File: src/rtl/alu_pkg.sv
// Shared ALU encodings: control codes, ALUOp values, R-type funct values and the issue bundle.
// Also used by the single-cycle datapath, so keep encodings stable.
package alu_pkg;

   localparam int ISSUE_XLEN    = 32;
   localparam int ISSUE_RADDR_W = 5;

   localparam logic [3:0] ALU_AND = 4'b0000;
   localparam logic [3:0] ALU_OR  = 4'b0001;
   localparam logic [3:0] ALU_ADD = 4'b0010;
   localparam logic [3:0] ALU_SUB = 4'b0110;
   localparam logic [3:0] ALU_SLT = 4'b0111;
   localparam logic [3:0] ALU_NOR = 4'b1100;

   localparam logic [1:0] ALUOP_MEM    = 2'b00;
   localparam logic [1:0] ALUOP_BRANCH = 2'b01;
   localparam logic [1:0] ALUOP_RTYPE  = 2'b10;
   localparam logic [1:0] ALUOP_IMM    = 2'b11;

   localparam logic [5:0] FUNCT_ADD = 6'b100000;
   localparam logic [5:0] FUNCT_SUB = 6'b100010;
   localparam logic [5:0] FUNCT_AND = 6'b100100;
   localparam logic [5:0] FUNCT_OR  = 6'b100101;
   localparam logic [5:0] FUNCT_SLT = 6'b101010;
   localparam logic [5:0] FUNCT_NOR = 6'b100111;

   typedef struct packed {
      logic [ISSUE_XLEN-1:0]    op1;
      logic [ISSUE_XLEN-1:0]    op2;
      logic [3:0]               ctrl;
      logic [ISSUE_RADDR_W-1:0] rd;
      logic                     illegal;
   } issue_bundle_t;

endpackage

File: src/rtl/alu_issue_stage_if.sv
// Decode-side and ALU-side handshake bundle of the issue stage; master = environment, slave = stage.
// Illegal-op trap signals exist only with ALU_ISSUE_ILLEGAL_TRAP_EN.
interface alu_issue_stage_if #(
   parameter int XLEN    = 32,
   parameter int RADDR_W = 5
);
   logic               in_valid;
   logic               in_ready;
   logic [1:0]         alu_op;
   logic [5:0]         funct;
   logic               alu_src;
   logic [XLEN-1:0]    rs_data;
   logic [XLEN-1:0]    rt_data;
   logic [15:0]        imm16;
   logic [RADDR_W-1:0] rd_addr;
   logic               flush;
   logic               out_valid;
   logic               out_ready;
   logic [XLEN-1:0]    first_operand;
   logic [XLEN-1:0]    second_operand;
   logic [3:0]         alu_control;
   logic [RADDR_W-1:0] out_rd_addr;
`ifdef ALU_ISSUE_ILLEGAL_TRAP_EN
   logic               illegal_op;
   logic               illegal_seen;
`endif

   modport master (
      output in_valid, alu_op, funct, alu_src, rs_data, rt_data, imm16, rd_addr, flush, out_ready,
      input  in_ready, out_valid, first_operand, second_operand, alu_control, out_rd_addr
`ifdef ALU_ISSUE_ILLEGAL_TRAP_EN
      , input illegal_op, illegal_seen
`endif
   );

   modport slave (
      input  in_valid, alu_op, funct, alu_src, rs_data, rt_data, imm16, rd_addr, flush, out_ready,
      output in_ready, out_valid, first_operand, second_operand, alu_control, out_rd_addr
`ifdef ALU_ISSUE_ILLEGAL_TRAP_EN
      , output illegal_op, illegal_seen
`endif
   );

endinterface

File: src/rtl/alu_ctrl_decode.sv
// ALUOp + funct to 4-bit ALU control; purely combinational, no handshake.
// Unknown R-type funct falls back to add and raises illegal.
module alu_ctrl_decode
   import alu_pkg::*;
(
   input  logic [1:0] alu_op,
   input  logic [5:0] funct,
   output logic [3:0] ctrl,
   output logic       illegal
);

   always_comb begin
      ctrl    = ALU_ADD;
      illegal = 1'b0;
      case (alu_op)
         ALUOP_MEM:    ctrl = ALU_ADD;
         ALUOP_BRANCH: ctrl = ALU_SUB;
         ALUOP_IMM:    ctrl = ALU_ADD;
         ALUOP_RTYPE: begin
            case (funct)
               FUNCT_ADD: ctrl = ALU_ADD;
               FUNCT_SUB: ctrl = ALU_SUB;
               FUNCT_AND: ctrl = ALU_AND;
               FUNCT_OR:  ctrl = ALU_OR;
               FUNCT_SLT: ctrl = ALU_SLT;
               FUNCT_NOR: ctrl = ALU_NOR;
               default: begin
                  ctrl    = ALU_ADD;
                  illegal = 1'b1;
               end
            endcase
         end
         default: ctrl = ALU_ADD;
      endcase
   end

endmodule

File: src/rtl/alu_issue_stage.sv
// ID->EX issue stage: decode, operand select, 2-entry skid buffer; 1 cycle accept->out_valid.
// in_ready is registered and drops only when both entries are held; flush clears everything.
// Optional illegal-funct reporting under ALU_ISSUE_ILLEGAL_TRAP_EN.
module alu_issue_stage
   import alu_pkg::*;
#(
   parameter int XLEN    = ISSUE_XLEN,
   parameter int RADDR_W = ISSUE_RADDR_W
) (
   input  logic            clk,
   input  logic            rst_n,
   alu_issue_stage_if.slave bus
);

   typedef enum logic [1:0] {ST_EMPTY, ST_ONE, ST_FULL} state_t;

   state_t             state;
   issue_bundle_t      m_q;
   issue_bundle_t      s_q;
   issue_bundle_t      in_b;
   logic               out_valid_q;
   logic               in_ready_q;
   logic [3:0]         dec_ctrl;
   logic               dec_illegal;
   logic [XLEN-1:0]    op2_in;
   logic [RADDR_W-1:0] rd_in;
   logic               accept;
   logic               consume;

   alu_ctrl_decode u_dec (
      .alu_op  (bus.alu_op),
      .funct   (bus.funct),
      .ctrl    (dec_ctrl),
      .illegal (dec_illegal)
   );

   assign op2_in = bus.alu_src ? {{(XLEN-16){bus.imm16[15]}}, bus.imm16} : bus.rt_data;
   assign rd_in  = bus.rd_addr;

   always_comb begin
      in_b         = '0;
      in_b.op1     = bus.rs_data;
      in_b.op2     = op2_in;
      in_b.ctrl    = dec_ctrl;
      in_b.rd      = rd_in;
      in_b.illegal = dec_illegal;
   end

   assign accept  = bus.in_valid && in_ready_q;
   assign consume = out_valid_q && bus.out_ready;

   // M always feeds the outputs; S only holds the bundle that arrived while M was stalled.
   always_ff @(posedge clk or negedge rst_n) begin
      if (!rst_n) begin
         state       <= ST_EMPTY;
         m_q         <= '0;
         s_q         <= '0;
         out_valid_q <= 1'b0;
         in_ready_q  <= 1'b0;
      end else if (bus.flush) begin
         state       <= ST_EMPTY;
         out_valid_q <= 1'b0;
         in_ready_q  <= 1'b1;
      end else begin
         case (state)
            ST_EMPTY: begin
               in_ready_q <= 1'b1;
               if (accept) begin
                  m_q         <= in_b;
                  out_valid_q <= 1'b1;
                  state       <= ST_ONE;
               end
            end
            ST_ONE: begin
               if (accept && !consume) begin
                  s_q        <= in_b;
                  in_ready_q <= 1'b0;
                  state      <= ST_FULL;
               end else if (accept && consume) begin
                  m_q <= in_b;
               end else if (consume) begin
                  out_valid_q <= 1'b0;
                  state       <= ST_EMPTY;
               end
            end
            ST_FULL: begin
               if (consume) begin
                  m_q        <= s_q;
                  in_ready_q <= 1'b1;
                  state      <= ST_ONE;
               end
            end
            default: begin
               out_valid_q <= 1'b0;
               in_ready_q  <= 1'b1;
               state       <= ST_EMPTY;
            end
         endcase
      end
   end

   assign bus.in_ready       = in_ready_q;
   assign bus.out_valid      = out_valid_q;
   assign bus.first_operand  = m_q.op1;
   assign bus.second_operand = m_q.op2;
   assign bus.alu_control    = m_q.ctrl;
   assign bus.out_rd_addr    = m_q.rd;

`ifdef ALU_ISSUE_ILLEGAL_TRAP_EN
   logic illegal_seen_q;

   always_ff @(posedge clk or negedge rst_n) begin
      if (!rst_n) begin
         illegal_seen_q <= 1'b0;
      end else if (consume && m_q.illegal && !bus.flush) begin
         illegal_seen_q <= 1'b1;
      end
   end

   assign bus.illegal_op   = out_valid_q && m_q.illegal;
   assign bus.illegal_seen = illegal_seen_q;
`else
   logic illegal_unused;
   assign illegal_unused = m_q.illegal;
`endif

endmodule
File: src/flat_wrapper.sv
// flat-port wrapper written by rule: the top's interface ports become plain ports
module alu_issue_stage_flat import alu_pkg::*;
#(
   parameter int XLEN    = ISSUE_XLEN,
   parameter int RADDR_W = ISSUE_RADDR_W
)
  (clk, rst_n, bus_in_valid, bus_alu_op, bus_funct, bus_alu_src, bus_rs_data, bus_rt_data, bus_imm16, bus_rd_addr, bus_flush, bus_out_ready, bus_in_ready, bus_out_valid, bus_first_operand, bus_second_operand, bus_alu_control, bus_out_rd_addr);
  alu_issue_stage_if #(.XLEN(XLEN), .RADDR_W(RADDR_W)) bus_i ();
  input  logic clk;
  input  logic rst_n;
  input wire logic [$bits(bus_i.in_valid)-1:0] bus_in_valid;
  input wire logic [$bits(bus_i.alu_op)-1:0] bus_alu_op;
  input wire logic [$bits(bus_i.funct)-1:0] bus_funct;
  input wire logic [$bits(bus_i.alu_src)-1:0] bus_alu_src;
  input wire logic [$bits(bus_i.rs_data)-1:0] bus_rs_data;
  input wire logic [$bits(bus_i.rt_data)-1:0] bus_rt_data;
  input wire logic [$bits(bus_i.imm16)-1:0] bus_imm16;
  input wire logic [$bits(bus_i.rd_addr)-1:0] bus_rd_addr;
  input wire logic [$bits(bus_i.flush)-1:0] bus_flush;
  input wire logic [$bits(bus_i.out_ready)-1:0] bus_out_ready;
  output wire logic [$bits(bus_i.in_ready)-1:0] bus_in_ready;
  output wire logic [$bits(bus_i.out_valid)-1:0] bus_out_valid;
  output wire logic [$bits(bus_i.first_operand)-1:0] bus_first_operand;
  output wire logic [$bits(bus_i.second_operand)-1:0] bus_second_operand;
  output wire logic [$bits(bus_i.alu_control)-1:0] bus_alu_control;
  output wire logic [$bits(bus_i.out_rd_addr)-1:0] bus_out_rd_addr;
  assign bus_i.in_valid = bus_in_valid;
  assign bus_i.alu_op = bus_alu_op;
  assign bus_i.funct = bus_funct;
  assign bus_i.alu_src = bus_alu_src;
  assign bus_i.rs_data = bus_rs_data;
  assign bus_i.rt_data = bus_rt_data;
  assign bus_i.imm16 = bus_imm16;
  assign bus_i.rd_addr = bus_rd_addr;
  assign bus_i.flush = bus_flush;
  assign bus_i.out_ready = bus_out_ready;
  assign bus_in_ready = bus_i.in_ready;
  assign bus_out_valid = bus_i.out_valid;
  assign bus_first_operand = bus_i.first_operand;
  assign bus_second_operand = bus_i.second_operand;
  assign bus_alu_control = bus_i.alu_control;
  assign bus_out_rd_addr = bus_i.out_rd_addr;
  alu_issue_stage #(.XLEN(XLEN), .RADDR_W(RADDR_W)) u_core (.clk(clk), .rst_n(rst_n), .bus(bus_i));
endmodule
File: config.mk
export PLATFORM = sky130hd
export DESIGN_NAME = alu_issue_stage_flat
export DESIGN_NICKNAME = d
export VERILOG_FILES = /design/src/rtl/alu_pkg.sv /design/src/rtl/alu_issue_stage_if.sv /design/src/rtl/alu_ctrl_decode.sv /design/src/rtl/alu_issue_stage.sv /design/src/flat_wrapper.sv
export SDC_FILE = /design/constraint.sdc
export NUM_CORES = 1
export LEC_CHECK = 0
export CAP_MARGIN = 5
export CORE_ASPECT_RATIO = 2
export CORE_MARGIN = 5
export CORE_UTILIZATION = 49
export CTS_CLUSTER_DIAMETER = 100
export DETAILED_ROUTE_END_ITERATION = 10
export PLACE_DENSITY = 0.88
export REMOVE_ABC_BUFFERS = 1
export SKIP_CTS_REPAIR_TIMING = 1
export SLEW_MARGIN = 20
export SYNTH_ARGS = -nofsm -noshare
export SYNTH_HDL_FRONTEND = slang
export SYNTH_SLANG_ARGS = --single-unit
File: constraint.sdc
create_clock -name clk -period 4.6 [get_ports clk]
set_input_delay 1.38 -clock clk [delete_from_list [all_inputs] [get_ports clk]]
set_output_delay 1.38 -clock clk [all_outputs]
set_load 0.01 [all_outputs]
==> metrics.sh <==
VIA_COUNT_OF_THE_FIRST_GLOBAL_ROUTING_PASS=5583
OVERALL_POWER_uW=4770
GRT_MAX_DEGREE=83
IR_DROP_mV=0.306
PATH_DELAY_FAMILY='compound AO/OA/AOI/OAI gates'
SYNTH.YOSYS.WARNINGS=0
WORST_SETUP_HOLD_PATH_CLK_SLEW_NS=0.06
TIMING_WORST_SLEW_PIN_VALUE_NS=1.02
NUMBER_OF_OPTIMIZATION_ITERATIONS_IN_THE_FIRST_DETAILED_ROUTE_PASS=4
SYNTHTOLAYOUTAREAGROWTH_PCT=35.1
PWR_DENSITY_CELL_nW_PER_UM2=519
SYNTH_AREA_PER_CELL_SQ_UM=9.97
LAYOUT.CELL_AREA.NON_FILLER_SQ_UM=9190
SYNTH_EDF_COUNT=0
GRT_FIRST_PASS_WIRELENGTH_MICRONS=27400
ANTENNA_FOUND_INITIAL=0
FF2FF_SETUP_SLACK_NS=1.91
CTS_HTREE_LEVELS=4
PATH_CLASS='in2reg'
ADDER_CELL_AREA_SHARE_OF_THE_YOSYS_NETLIST_PCT=0.368
FINAL_CELLS=1000
IO-PIN-COUNT=174
DIE_Y_MICRONS=177
SYNTH-SIMPLE-AREA-SHARE_PCT=14.6
NUMPORTBUFFERS=173
TRITONCTS.NUM_BUFFERS=17
MAXSLEWVIOLCOUNT=0
FLOORPLAN_CORE_AREA_SQ_UM=13700
TIMING.FINAL.SETUP_VIOLATIONS=0
VIAS=5502
CRITPATHBUFINV=2
EFFECTIVE_UTILIZATION_AT_FLOORPLAN_PCT=49.5
TIMING.CRITICAL_PATH.FANOUT_MAX=32
POSTROUTEANTENNANETS=0
MUXSHAREOFSYNTHAREA_PCT=13.0
CTS.SINKS=150
POSTSYNTHCELLCOUNT=682
CLOCK_INSERTION_DELAY_WORST_SKEW_NS=0.41
PATH_DEPTH=5
LAYOUT_NETS=932
LAYOUT-DRIVE-GT1-SHARE_PCT=10.3
UNREPAIRED_SETUP_ENDPOINTS_AFTER_GLOBAL_ROUTING='no'
CELL_CHAIN_CRITICAL_PATH='clkdlybuf4s50_1 > a21boi_0 > o32a_2 > buf_4 > o21ai_0'
STATIC_LEAKAGE_uW=0.00412
TIMING.FINAL.CRIT_SHARE_PCT=72.5
DETAIL_ROUTE.DRC_VIOLATIONS=0
DETAILED_PLACE.AREA_SQ_UM=8590
SYNTH_XOR_AREA_SHARE_PCT=0
CP.ARRIVAL_NS=3.61
YS_SEQ_AREA_SHARE_PCT=55.2
DETAILEDROUTE.FIRSTITERATIONVIOLATIONS=279
DIE_AREA_SQ_UM=16500
SYNTH-MAIN-FF-CELL='sky130_fd_sc_hd__dfrtp_1'
PLACEMENTROWS=61
YOSYSUNIQUECELLTYPES=39
PLACE_INST=969
STARTPOINT_TYPE='input pin'
ROUTE.DETAILED.VIAS_PER_INST=5.50
ROUTABILITYCONGESTION=0.908
HIGHEST_ACHIEVABLE_CLOCK_RATE_MHz=300
REG2REGPATHDEPTH=5
TIMING.FINAL.HOLD_VIOLATIONS=0
CRIT_PATH_MAX_INCR_DELAY_NS=0.63
WORST_EP_REQUIRED_TIME_NS=4.87
RUN_STATUS='complete, no violations'
CTS_TREE='yes'
GRT_USAGE_PCT=20.7
CAP_VIOL_MAX_COUNT=0
MAX-CLOCK-PATH-BUFFERS=2
MIN_PATH_CELLS=2
COMPOUND_GATE_FRACTION_OF_SYNTH_AREA_PCT=13.1
YOSYS_REGISTER_BITS=150
SYN_AREA_SQ_UM=6800
DIE_W_MICRONS=93.3
DETAIL_ROUTE.WL_PER_CELL_MICRONS=16.6
N_ANTENNA_CELL=0
DP.FINAL_HPWL_MICRONS=11100
HOLD_CLASS='reg2reg'
PERIOD_NEEDED_NS=3.34
GRT_REMAINING_OVERFLOW=0
CRIT_PATH_END_KIND='flip-flop'
SLEW_HEADROOM_PCT=32.2
CTS.ROOT.BUFFER_CELL='sky130_fd_sc_hd__clkbuf_16'
TOTAL_DETAILED_ROUTING_WIRELENGTH_MICRONS=16600
SYNTH_ASYNC_SR_FLOP_SHARE_PCT=100
CPMAXSTAGEDELAYCELL='sky130_fd_sc_hd__o32a_2'
FINCLKSKEW_NS=0.00690
COMBINATIONAL_FAMILY_WITH_THE_MOST_AREA_AFTER_SYNTHESIS='simple AND/OR/NAND/NOR gates'
[placed cells by master (no fill, tap or decap), types with 2 or more instances in the layout]
cell type and n:
sky130_fd_sc_hd__clkdlybuf4s50_1 171, sky130_fd_sc_hd__clkinv_4 2, sky130_fd_sc_hd__bufinv_16 3, sky130_fd_sc_hd__o22ai_1 2
sky130_fd_sc_hd__nand2_1 118, sky130_fd_sc_hd__inv_1 3, sky130_fd_sc_hd__o21bai_1 2, sky130_fd_sc_hd__mux2i_1 33
sky130_fd_sc_hd__clkinv_2 3, sky130_fd_sc_hd__mux2_2 4, sky130_fd_sc_hd__a21oi_1 68, sky130_fd_sc_hd__nor4bb_1 2
sky130_fd_sc_hd__o21ai_0 27, sky130_fd_sc_hd__inv_6 2, sky130_fd_sc_hd__nor2_1 113, sky130_fd_sc_hd__clkbuf_16 17
sky130_fd_sc_hd__a31oi_1 40, sky130_fd_sc_hd__ha_1 2, sky130_fd_sc_hd__dfrtp_1 150, sky130_fd_sc_hd__o21ai_1 10
sky130_fd_sc_hd__buf_4 8, sky130_fd_sc_hd__mux2_4 34, sky130_fd_sc_hd__nand2b_1 2, sky130_fd_sc_hd__clkbuf_8 2
sky130_fd_sc_hd__nand3b_1 2
[per-layer routing]
layer  part of all wire, %  GRT usage, %  vias up
met3                   8.8          5.62       12
met1                    44          29.3     2647
met4                   1.0          5.93        0
met5                     0             0        -
met2                    46          31.3      223
li1                      -             -     2620
[power by group]
part,switching (uW),internal (uW),leakage [uW],total (uW)
logic,537,761,0.00206,1300
registers,271,1780,0.00176,2050
clock network,539,882,0.000297,1420
total,1350,3420,0.00412,4770
[worst paths after layout]
check / start / to
max: bus_out_ready / u_core.bus.second_operand[14]
min: u_core.bus.second_operand[18] / u_core.bus.second_operand[18]
max reg2reg: u_core.state[0] / u_core.bus.alu_control[1]
min reg2reg: u_core.bus.second_operand[18] / u_core.bus.second_operand[18]
max in group asynchronous: rst_n / u_core.s_q[31]
min in group asynchronous: rst_n / u_core.bus.first_operand[26]
[worst min-delay path, stage by stage (launching register included)]
cell	delay, ns
sky130_fd_sc_hd__dfrtp_1	0.34
sky130_fd_sc_hd__nand2_1	0.05
sky130_fd_sc_hd__o21ai_0	0.06
[synthesized netlist by cell type (all sizes together) (2+ instances only)]
cell type  instances  area (sq um)
ha                 2          25.0
a31oi             40           250
dfrtp            150          3750
nand2b             3          18.8
buf               22           134
a21oi             68           340
nand3b             2          15.0
mux2i             33           330
o21bai             2          15.0
inv                3          11.3
o22ai              2          12.5
o21ai             37           185
nand2            118           443
nor2             113           424
clkbuf            30           113
nor4bb             2          20.0
mux2              38           556
[per-stage QoR]
step	setup TNS, ns	setup WS [ns]	hold slack, ns	utilization [%]
2_1_floorplan	-68.45	-2.34	0.448	-
3_3_place_gp	0	1.05	0.462	62.5
3_5_place_dp	0	0.922	0.470	62.5
4_1_cts	0	1.32	0.483	66.9
5_1_grt	0	1.18	0.498	66.9
6_report	0	1.26	0.476	66.9
[flip-flops by register name, summed over array words and instances, names as in the netlist]
name                       count
u_core.s_q                    73
u_core.bus.first_operand      32
u_core.bus.second_operand     32
u_core.bus.out_rd_addr         5
u_core.bus.alu_control         4
u_core.state                   2
u_core.bus.in_ready            1
u_core.bus.out_valid           1
[kinds of logic after synthesis]
| logic type | after synthesis |
|---|---|
| compound gates | 157 |
| fa+ha+maj | 2 |
| buf+inv | 55 |
| flops | 150 |
| mux | 71 |
| simple gates | 247 |
[layout make-up]
type | count | area (sq um)
Clock buffer | 20 | 457
Clock inverter | 11 | 148
Fill cell | 1033 | 4550
Inverter | 3 | 11.3
Multi-Input combinational cell | 477 | 2820
Sequential cell | 150 | 3750
Tap cell | 157 | 196
Timing Repair Buffer | 182 | 1810
(Power assumes the default switching activity.)
